File: src/rtl/audio_pkg.sv
// Shared audio types for the bus logic, frame FIFO and I2S transmitter.
// Holds the sample width, the stereo frame layout and the drain FSM states.
package audio_pkg;

    localparam int SAMPLE_W = 24;

    typedef struct packed {
        logic [SAMPLE_W-1:0] l;
        logic [SAMPLE_W-1:0] r;
    } audio_frame_t;

    typedef enum logic [1:0] {
        IDLE = 2'd0,
        PUSH = 2'd1,
        HOLD = 2'd2
    } drain_state_t;

endpackage

File: src/rtl/audio_fifo_mem.sv
// Frame storage: synchronous write, registered read with enable, no control logic.
// Read data appears one edge after rd_en and holds until the next enabled read.
module audio_fifo_mem #(
    parameter int DEPTH = 16,
    parameter int WIDTH = 48,
    localparam int AW   = $clog2(DEPTH)
) (
    input  logic             clk_i,
    input  logic             rstn_i,
    input  logic             wr_en,
    input  logic [AW-1:0]    wr_addr,
    input  logic [WIDTH-1:0] wr_dat,
    input  logic             rd_en,
    input  logic [AW-1:0]    rd_addr,
    output logic [WIDTH-1:0] rd_dat
);

    logic [WIDTH-1:0] mem [DEPTH];

    always_ff @(posedge clk_i) begin
        if (wr_en) begin
            mem[wr_addr] <= wr_dat;
        end
    end

    always_ff @(posedge clk_i or negedge rstn_i) begin
        if (!rstn_i) begin
            rd_dat <= '0;
        end else if (rd_en) begin
            rd_dat <= mem[rd_addr];
        end
    end

endmodule

File: src/rtl/audio_frame_fifo.sv
// Stereo frame FIFO feeding i2s_master; 2 cycles from write strobe to out_write pulse.
// Writes while full are dropped (sticky overflow); drain pauses while out_full_i, max 1 frame / 3 cycles.
module audio_frame_fifo
    import audio_pkg::*;
#(
    parameter int DEPTH     = 16,
    parameter int SAMPLE_W  = audio_pkg::SAMPLE_W,
    parameter int LOW_WATER = 4,
    localparam int AW       = $clog2(DEPTH),
    localparam int CW       = AW + 1
) (
    input  logic                clk_i,
    input  logic                rstn_i,
    input  logic [SAMPLE_W-1:0] in_l,
    input  logic [SAMPLE_W-1:0] in_r,
    input  logic                in_valid,
    output logic                in_full,
    input  logic                clear_i,
    output logic [SAMPLE_W-1:0] out_l,
    output logic [SAMPLE_W-1:0] out_r,
    output logic                out_write,
    input  logic                out_full_i,
    output logic [CW-1:0]       level_o,
    output logic                low_irq_o,
    output logic                overflow_o
);

    logic [AW-1:0]         wr_ptr;
    logic [AW-1:0]         rd_ptr;
    logic [CW-1:0]         count;
    logic                  full;
    logic                  push;
    logic                  pop;
    logic                  overflow;
    logic [2*SAMPLE_W-1:0] rd_dat;
    drain_state_t          state;
    drain_state_t          state_nxt;

    assign full = (count == CW'(DEPTH));
    // Full is judged on the pre-edge count, so a same-cycle pop never frees room for this write.
    assign push = in_valid && !full && !clear_i;

    always_comb begin
        state_nxt = state;
        pop       = 1'b0;
        out_write = 1'b0;
        case (state)
            IDLE: begin
                if (!clear_i && (count != '0) && !out_full_i) begin
                    pop       = 1'b1;
                    state_nxt = PUSH;
                end
            end
            PUSH: begin
                out_write = 1'b1;
                state_nxt = HOLD;
            end
            // out_full_i from i2s_master lags the pulse by a cycle; ignore it here.
            HOLD:    state_nxt = IDLE;
            default: state_nxt = IDLE;
        endcase
        if (clear_i) begin
            state_nxt = IDLE;
        end
    end

    always_ff @(posedge clk_i or negedge rstn_i) begin
        if (!rstn_i) begin
            state <= IDLE;
        end else begin
            state <= state_nxt;
        end
    end

    always_ff @(posedge clk_i or negedge rstn_i) begin
        if (!rstn_i) begin
            wr_ptr   <= '0;
            rd_ptr   <= '0;
            count    <= '0;
            overflow <= 1'b0;
        end else if (clear_i) begin
            wr_ptr   <= '0;
            rd_ptr   <= '0;
            count    <= '0;
            overflow <= 1'b0;
        end else begin
            wr_ptr <= wr_ptr + AW'(push);
            rd_ptr <= rd_ptr + AW'(pop);
            count  <= count + CW'(push) - CW'(pop);
            if (in_valid && full) begin
                overflow <= 1'b1;
            end
        end
    end

    audio_fifo_mem #(
        .DEPTH (DEPTH),
        .WIDTH (2 * SAMPLE_W)
    ) u_mem (
        .clk_i   (clk_i),
        .rstn_i  (rstn_i),
        .wr_en   (push),
        .wr_addr (wr_ptr),
        .wr_dat  ({in_l, in_r}),
        .rd_en   (pop),
        .rd_addr (rd_ptr),
        .rd_dat  (rd_dat)
    );

    assign out_l      = rd_dat[2*SAMPLE_W-1:SAMPLE_W];
    assign out_r      = rd_dat[SAMPLE_W-1:0];
    assign in_full    = full;
    assign level_o    = count;
    assign low_irq_o  = (count <= CW'(LOW_WATER));
    assign overflow_o = overflow;

endmodule

File: config.mk
export PLATFORM = sky130hd
export DESIGN_NAME = audio_frame_fifo
export DESIGN_NICKNAME = d
export VERILOG_FILES = /design/src/rtl/audio_pkg.sv /design/src/rtl/audio_fifo_mem.sv /design/src/rtl/audio_frame_fifo.sv
export SDC_FILE = /design/constraint.sdc
export NUM_CORES = 1
export LEC_CHECK = 0
export ABC_AREA = 1
export CELL_PAD_IN_SITES_DETAIL_PLACEMENT = 0
export CELL_PAD_IN_SITES_GLOBAL_PLACEMENT = 1
export CORE_MARGIN = 2
export CORE_UTILIZATION = 35
export CTS_BUF_LIST = sky130_fd_sc_hd__clkbuf_2
export DETAILED_ROUTE_END_ITERATION = 8
export GPL_TIMING_DRIVEN = 0
export PLACE_DENSITY_LB_ADDON = 0.1
export SYNTH_ARGS = -nofsm -noshare
export SYNTH_HDL_FRONTEND = slang
export SYNTH_SLANG_ARGS = --single-unit
File: constraint.sdc
create_clock -name clk_i -period 4.6 [get_ports clk_i]
set_input_delay 0.92 -clock clk_i [delete_from_list [all_inputs] [get_ports clk_i]]
set_output_delay 0.92 -clock clk_i [all_outputs]
set_load 0.02 [all_outputs]
==> impl_metrics.env, run 1 <==
export IMPL_worst_slew_pin_slew_ns=1.04
export IMPL_grt_setup_unrepaired="false"
export IMPL_crit_fanout=5
export IMPL_total_power_w=0.0175
export IMPL_min_to="level_o[0]"
export IMPL_r2r_end="level_o[4]"
export IMPL_rr_startpoint="level_o[1]"
export IMPL_viasPerCell=4.82
export IMPL_drt_iter0_drc=1570
export IMPL_design_area_mm2=0.0388
export IMPL_path_clk_slew_ns=0.10
export IMPL_synthArstFlopShare_pct=7.69
export IMPL_power_leakage_nw=15.1
export IMPL_wirelength_mm=98.2
export IMPL_synth_top_area_share_pct=69.5
export IMPL_max_freq_ghz=0.257
export IMPL_portBuffers=108
export IMPL_maxSlewViolCount=0
export IMPL_required_ns=3.68
export IMPL_fp_coreArea_mm2=0.0936
export IMPL_clkSinkCount=832
export IMPL_synth_most_common_cell="nand2_1"
export IMPL_htreeDepth=4
export IMPL_post_synth_inst_count=2835
export IMPL_setup_viol=0
export IMPL_whs_path_depth=3
export IMPL_dieWidth_um=312
export IMPL_clockBufferDepth=3
export IMPL_status="complete, no violations"
export IMPL_grt_pass1_wl_mm=145
export IMPL_grt_max_degree=49
export IMPL_dp_hpwl_mm=66.1
export IMPL_cts_setup_buffers=0
export IMPL_hold_start="clear_i"
export IMPL_fin_ws_ns=0.707
export IMPL_syn_area_per_cell_um2=11.7
export IMPL_ioPinCount=110
export IMPL_cp_end_kind="primary output"
export IMPL_ir_worst_vdd_mv=0.318
export IMPL_cts_root_buffer="clkbuf_2"
export IMPL_crit_arrival_ns=2.97
export IMPL_initial_core_util_pct=35.5
export IMPL_vias=22342
export IMPL_synth_commonest_cells="1,166 x nand2_1, 768 x edfxtp_1, 440 x nand3_1"
export IMPL_grt_antenna_before_repair=5
export IMPL_avgRoutedWirePerCell_um=21.2
export IMPL_maxCapViolations=0
export IMPL_hold_viol_final=0
export IMPL_hp_class="in2reg"
export IMPL_period_needed_ns=3.89
export IMPL_path_class="reg2out"
export IMPL_insertion_delay_ns=1.44
export IMPL_r2r_slack_ns=1.28
export IMPL_place_area_mm2=0.0366
export IMPL_cts_made_buffers=215
export IMPL_max_slew_margin_pct=30.7
export IMPL_dp_worst_setup_slack_ns=0.706
export IMPL_drtPass1Iterations=5
export IMPL_grt_overflow=0
export IMPL_synth_nets=2900
export IMPL_period_share_pct=84.6
export IMPL_r2r_cells=15
export IMPL_grt_pass1_vias=22738
export IMPL_cts_tree="yes"
export IMPL_synth_edf_count=768
export IMPL_post_cts_resized=0
export IMPL_fill_cells=9081
export IMPL_cellPowerDensity_mw_per_mm2=452
export IMPL_rows=112
export IMPL_antenna_left=0
export IMPL_synth_cell_types=22
export IMPL_place_gp_congestion=0.757
export IMPL_synth_seq_cells=832
export IMPL_fin_nets=3259
export IMPL_drc_errors=0
export IMPL_yosys_warnings=0
export IMPL_synthTopCellsByArea="edfxtp_1 69%, nand2_1 13%, nand3_1 6.6%, dfrtp_1 4.8%, buf_2 1.8%"
export IMPL_area_growth_pct=16.7
export IMPL_seq_area_frac_synth_pct=74.3
export IMPL_final_cells=4637
export IMPL_grt_use_total_pct=20.2
export IMPL_synth_ff_type="edfxtp_1"
export IMPL_netlist_area_mm2=0.0332
export IMPL_drive_gt1_share_pct=16.0
export IMPL_dp_cells=4226
export IMPL_fin_skew_ns=0.100
export IMPL_yosysTopAreaCell="edfxtp_1"
export IMPL_die_y_um=312
export IMPL_die_area_mm2=0.0973
export IMPL_startpoint_type="register"
per-layer routing:
layer / share of wire, % / track usage (%) / vias up / wire length [um]
met3: 5.3 / 3.87 / 113 / 5240
met4: 1.7 / 6.09 / 0 / 1650
met5: 0 / 0 / - / 0
li1: - / - / 10654 / -
met1: 46 / 27.5 / 10940 / 44800
met2: 47 / 33.0 / 635 / 46500
per-stage QoR:
stage / utilization (%) / hold slack [ns] / setup TNS, ns
floorplan: - / 0.429 / 0
global placement: 38.3 / 0.444 / -1442.61
detailed placement: 39.1 / 0.450 / 0
CTS: 41.4 / 0.163 / 0
global route: 41.4 / 0.249 / 0
finish: 41.4 / 0.423 / 0
area by class of cell:
type                            instances  area (um^2)  area share, %
Buffer                                163          792           2.04
Multi-Input combinational cell       1811         7760           20.0
Inverter                               29          109          0.281
Timing Repair Buffer                  142         1750           4.51
Sequential cell                       832        24700           63.6
Tap cell                             1254         1570           4.05
Antenna cell                            1         2.50        0.00646
Clock buffer                          339         1700           4.38
Clock inverter                         66          424           1.09
sequential cells by signal (all words and copies together) (netlist names):
signal and flops:
wr_ptr 4, u_mem.mem 768, state 2, rd_ptr 4, overflow_o 1, level_o 5
u_mem.rd_dat 48
worst max-delay path, stage by stage, from the launching register on:
cell             delay (ns)
dfrtp_1                0.46
nor2_1                 0.24
nand3_1                0.17
inv_1                  0.09
clkdlybuf4s50_1        0.60
cell families (layout without fill, tap and decap cells):
kind of cell	count (synthesis)	after routing	share of synthesized area, %
other	0	1	0
AO/OA/AOI/OAI	111	111	1.69
XOR/XNOR	1	1	0.0264
adder cells (fa/ha/maj)	12	12	0.475
AND/OR/NAND/NOR	1687	1687	20.8
flip-flops	832	832	74.3
buffers and inverters	192	739	2.71
what timing repair did:
item	4_1_cts	5_1_grt
hold buffers	5	0
endpoints found under the setup margin	0	0
endpoints found under the hold margin	79	0
power by group:
part / leakage [nW] / internal [W] / switching, W
combinational: 5.78 / 0.00111 / 0.00237
sequential: 7.74 / 0.00855 / 0.000139
clock: 1.61 / 0.00226 / 0.00308
total: 15.1 / 0.0119 / 0.00559
worst max path at each step:
stage,slack [ns],endpoint,startpoint
after floorplan,0.55,u_mem.mem[0][0],clear_i
after global placement,-2.30,u_mem.mem[5][28],clear_i
after detailed placement,0.71,level_o[4],clear_i
after CTS,0.45,in_full,level_o[1]
after global routing,0.39,in_full,level_o[1]
final,0.71,in_full,level_o[1]
layout by cell type (no fill, tap or decap):
master,netlist,final
nand4_4,1,1
a31oi_1,1,1
ha_1,11,11
inv_1,23,23
a32o_1,1,1
inv_6,0,2
dlygate4sd3_1,0,5
buf_12,0,24
clkinvlp_4,0,3
buf_2,117,117
a21oi_1,102,102
clkbuf_2,0,339
edfxtp_1,768,768
diode_2,0,1
nor3_1,2,2
o21ai_0,7,7
clkinv_1,0,43
buf_6,1,1
xnor2_1,1,1
clkbuf_1,33,33
clkinv_2,0,7
nor2_4,1,17
clkdlybuf4s50_1,0,107
nand3_1,440,440
buf_4,7,8
bufinv_16,0,5
inv_2,6,9
nor2_1,77,61
buf_16,0,5
clkinv_4,0,3
dfrtp_1,64,64
nand2_1,1166,1166
buf_1,5,5
fa_1,1,1
Power figures use the tool's default switching activity.
==> run 2, diff against run 1 <==
Clock period 4.6 ns to 3.45 ns, I/O delays scaled along.
==> run 2 against run 1 <==
  * Cell count up 0.17%
  * Hold slack got worse by 0.19 ns
  * Sequential power increased by 33%
  * Total power grew 34%
  * Die area is the same
  * Non-clock buffer count increased by 8
  * Highest routed layer unchanged
==> impl_metrics.env, run 2 (same netlist as run 1, synthesis figures left out) <==
export IMPL_clkSinkCount=832
export IMPL_fin_nets=3267
export IMPL_drtPass1Iterations=5
export IMPL_ir_worst_vdd_mv=0.426
export IMPL_area_growth_pct=17.0
export IMPL_cellPowerDensity_mw_per_mm2=602
export IMPL_htreeDepth=4
export IMPL_drive_gt1_share_pct=16.4
export IMPL_path_class="reg2out"
export IMPL_cts_tree="yes"
export IMPL_wirelength_mm=98.3
export IMPL_total_power_w=0.0234
export IMPL_grt_use_total_pct=20.3
export IMPL_crit_fanout=4
export IMPL_crit_arrival_ns=2.51
export IMPL_dp_cells=4226
export IMPL_tns_ns=0
export IMPL_max_freq_ghz=0.313
export IMPL_required_ns=2.76
export IMPL_largest_reg_flops=768
export IMPL_maxCapViolations=0
export IMPL_slowest_stage="clkdlybuf4s50_1"
export IMPL_slowest_delay_ns=0.59
export IMPL_grt_max_degree=49
export IMPL_worst_slew_pin_slew_ns=1.01
export IMPL_clockBufferDepth=3
export IMPL_hold_viol_final=0
export IMPL_vias=22381
export IMPL_grt_pass1_wl_mm=145
export IMPL_dp_hpwl_mm=66.1
export IMPL_status="complete, no violations"
export IMPL_setup_viol=0
export IMPL_power_leakage_nw=15.2
export IMPL_dp_worst_setup_slack_ns=-0.214
export IMPL_layout_commonest_cell="nand2_1"
export IMPL_path_cells="buf_4 > clkdlybuf4s50_1"
export IMPL_die_area_mm2=0.0973
export IMPL_insertion_delay_ns=1.45
export IMPL_startpoint_type="register"
export IMPL_viasPerCell=4.82
export IMPL_fp_coreArea_mm2=0.0936
export IMPL_ioPinCount=110
export IMPL_max_slew_margin_pct=32.6
export IMPL_top_register="u_mem.mem"
export IMPL_fin_ws_ns=0.253
export IMPL_initial_core_util_pct=35.5
export IMPL_fill_cells=9082
export IMPL_cts_made_buffers=215
export IMPL_place_area_mm2=0.0366
export IMPL_grt_pass1_vias=22791
export IMPL_maxSlewViolCount=0
export IMPL_path_clk_slew_ns=0.11
export IMPL_die_y_um=312
export IMPL_portBuffers=108
export IMPL_cts_root_buffer="clkbuf_2"
export IMPL_fin_skew_ns=0.101
export IMPL_final_cells=4645
export IMPL_dieWidth_um=312
export IMPL_drt_iter0_drc=1621
export IMPL_antenna_left=0
export IMPL_grt_overflow=0
export IMPL_design_area_mm2=0.0388
export IMPL_avgRoutedWirePerCell_um=21.2
export IMPL_drc_errors=0
export IMPL_rows=112
export IMPL_place_gp_congestion=0.757
export IMPL_layout_common_cells="1,166 x nand2_1, 768 x edfxtp_1, 439 x nand3_1, 340 x clkbuf_2, 119 x buf_2"
export IMPL_period_share_pct=92.7
export IMPL_grt_antenna_before_repair=4
export IMPL_grt_setup_unrepaired="false"
export IMPL_cp_end_kind="primary output"
export IMPL_period_needed_ns=3.20
export IMPL_hp_class="in2reg"
-- run 2: final timing paths --
kind,to,slack (ns),cells past startpoint,from
worst max-delay path,level_o[2],0.25,2,level_o[2]
worst min-delay path,u_mem.mem[13][3],0.23,1,in_r[3]
worst max register to register,u_mem.mem[3][43],0.50,8,level_o[2]
worst min register to register,state[1],0.47,1,state[1]
max in group asynchronous,u_mem.rd_dat[19],2.53,5,rstn_i
min in group asynchronous,u_mem.rd_dat[0],0.27,4,rstn_i
-- run 2: what timing repair did --
| item | in CTS | in global routing |
|---|---|---|
| hold buffers | 9 | 0 |
| resized for setup | 14 | 4 |
| buffers inserted | 2 | 2 |
| cloned | 0 | 0 |
| setup endpoints to repair | 4 | 2 |
| endpoints found under the hold margin | 109 | 0 |
-- run 2: report_power, final --
| group | internal (W) | switching, W |
|---|---|---|
| clock | 0.00301 | 0.00412 |
| combinational | 0.00149 | 0.00316 |
| sequential | 0.0114 | 0.000190 |
-- run 2: layer usage --
layer	vias up	wire length [um]	global-route usage (%)
li1	10668	-	-
met1	10964	44900	27.5
met2	631	46500	33.0
met3	118	5200	3.86
met4	0	1670	6.12
met5	-	0	0
-- run 2: final cells by class --
| class | count | area (um^2) | area share (%) |
|---|---|---|---|
| plain buffers | 163 | 793 | 2.04 |
| repair buffers | 150 | 1820 | 4.67 |
| clock buffers | 339 | 1700 | 4.37 |
| diodes | 1 | 2.50 | 0.00644 |
| flip-flops and latches | 832 | 24700 | 63.5 |
| inverters | 29 | 109 | 0.280 |
| clock inverters | 66 | 424 | 1.09 |
| well taps | 1254 | 1570 | 4.04 |
| multi-input cells | 1811 | 7770 | 20.0 |
-- run 2: metrics by stage --
stage	hold slack [ns]	utilization [%]
after global routing	0.117	41.5
after CTS	0.000829	41.5
after global placement	0.444	38.3
final	0.230	41.5
after floorplan	0.394	-
after detailed placement	0.450	39.1
-- run 2: critical path, delay by kind of cell (launching register included) --
family,cells,cell delay (ns)
buffers and inverters,2,0.72
flip-flops,1,0.40
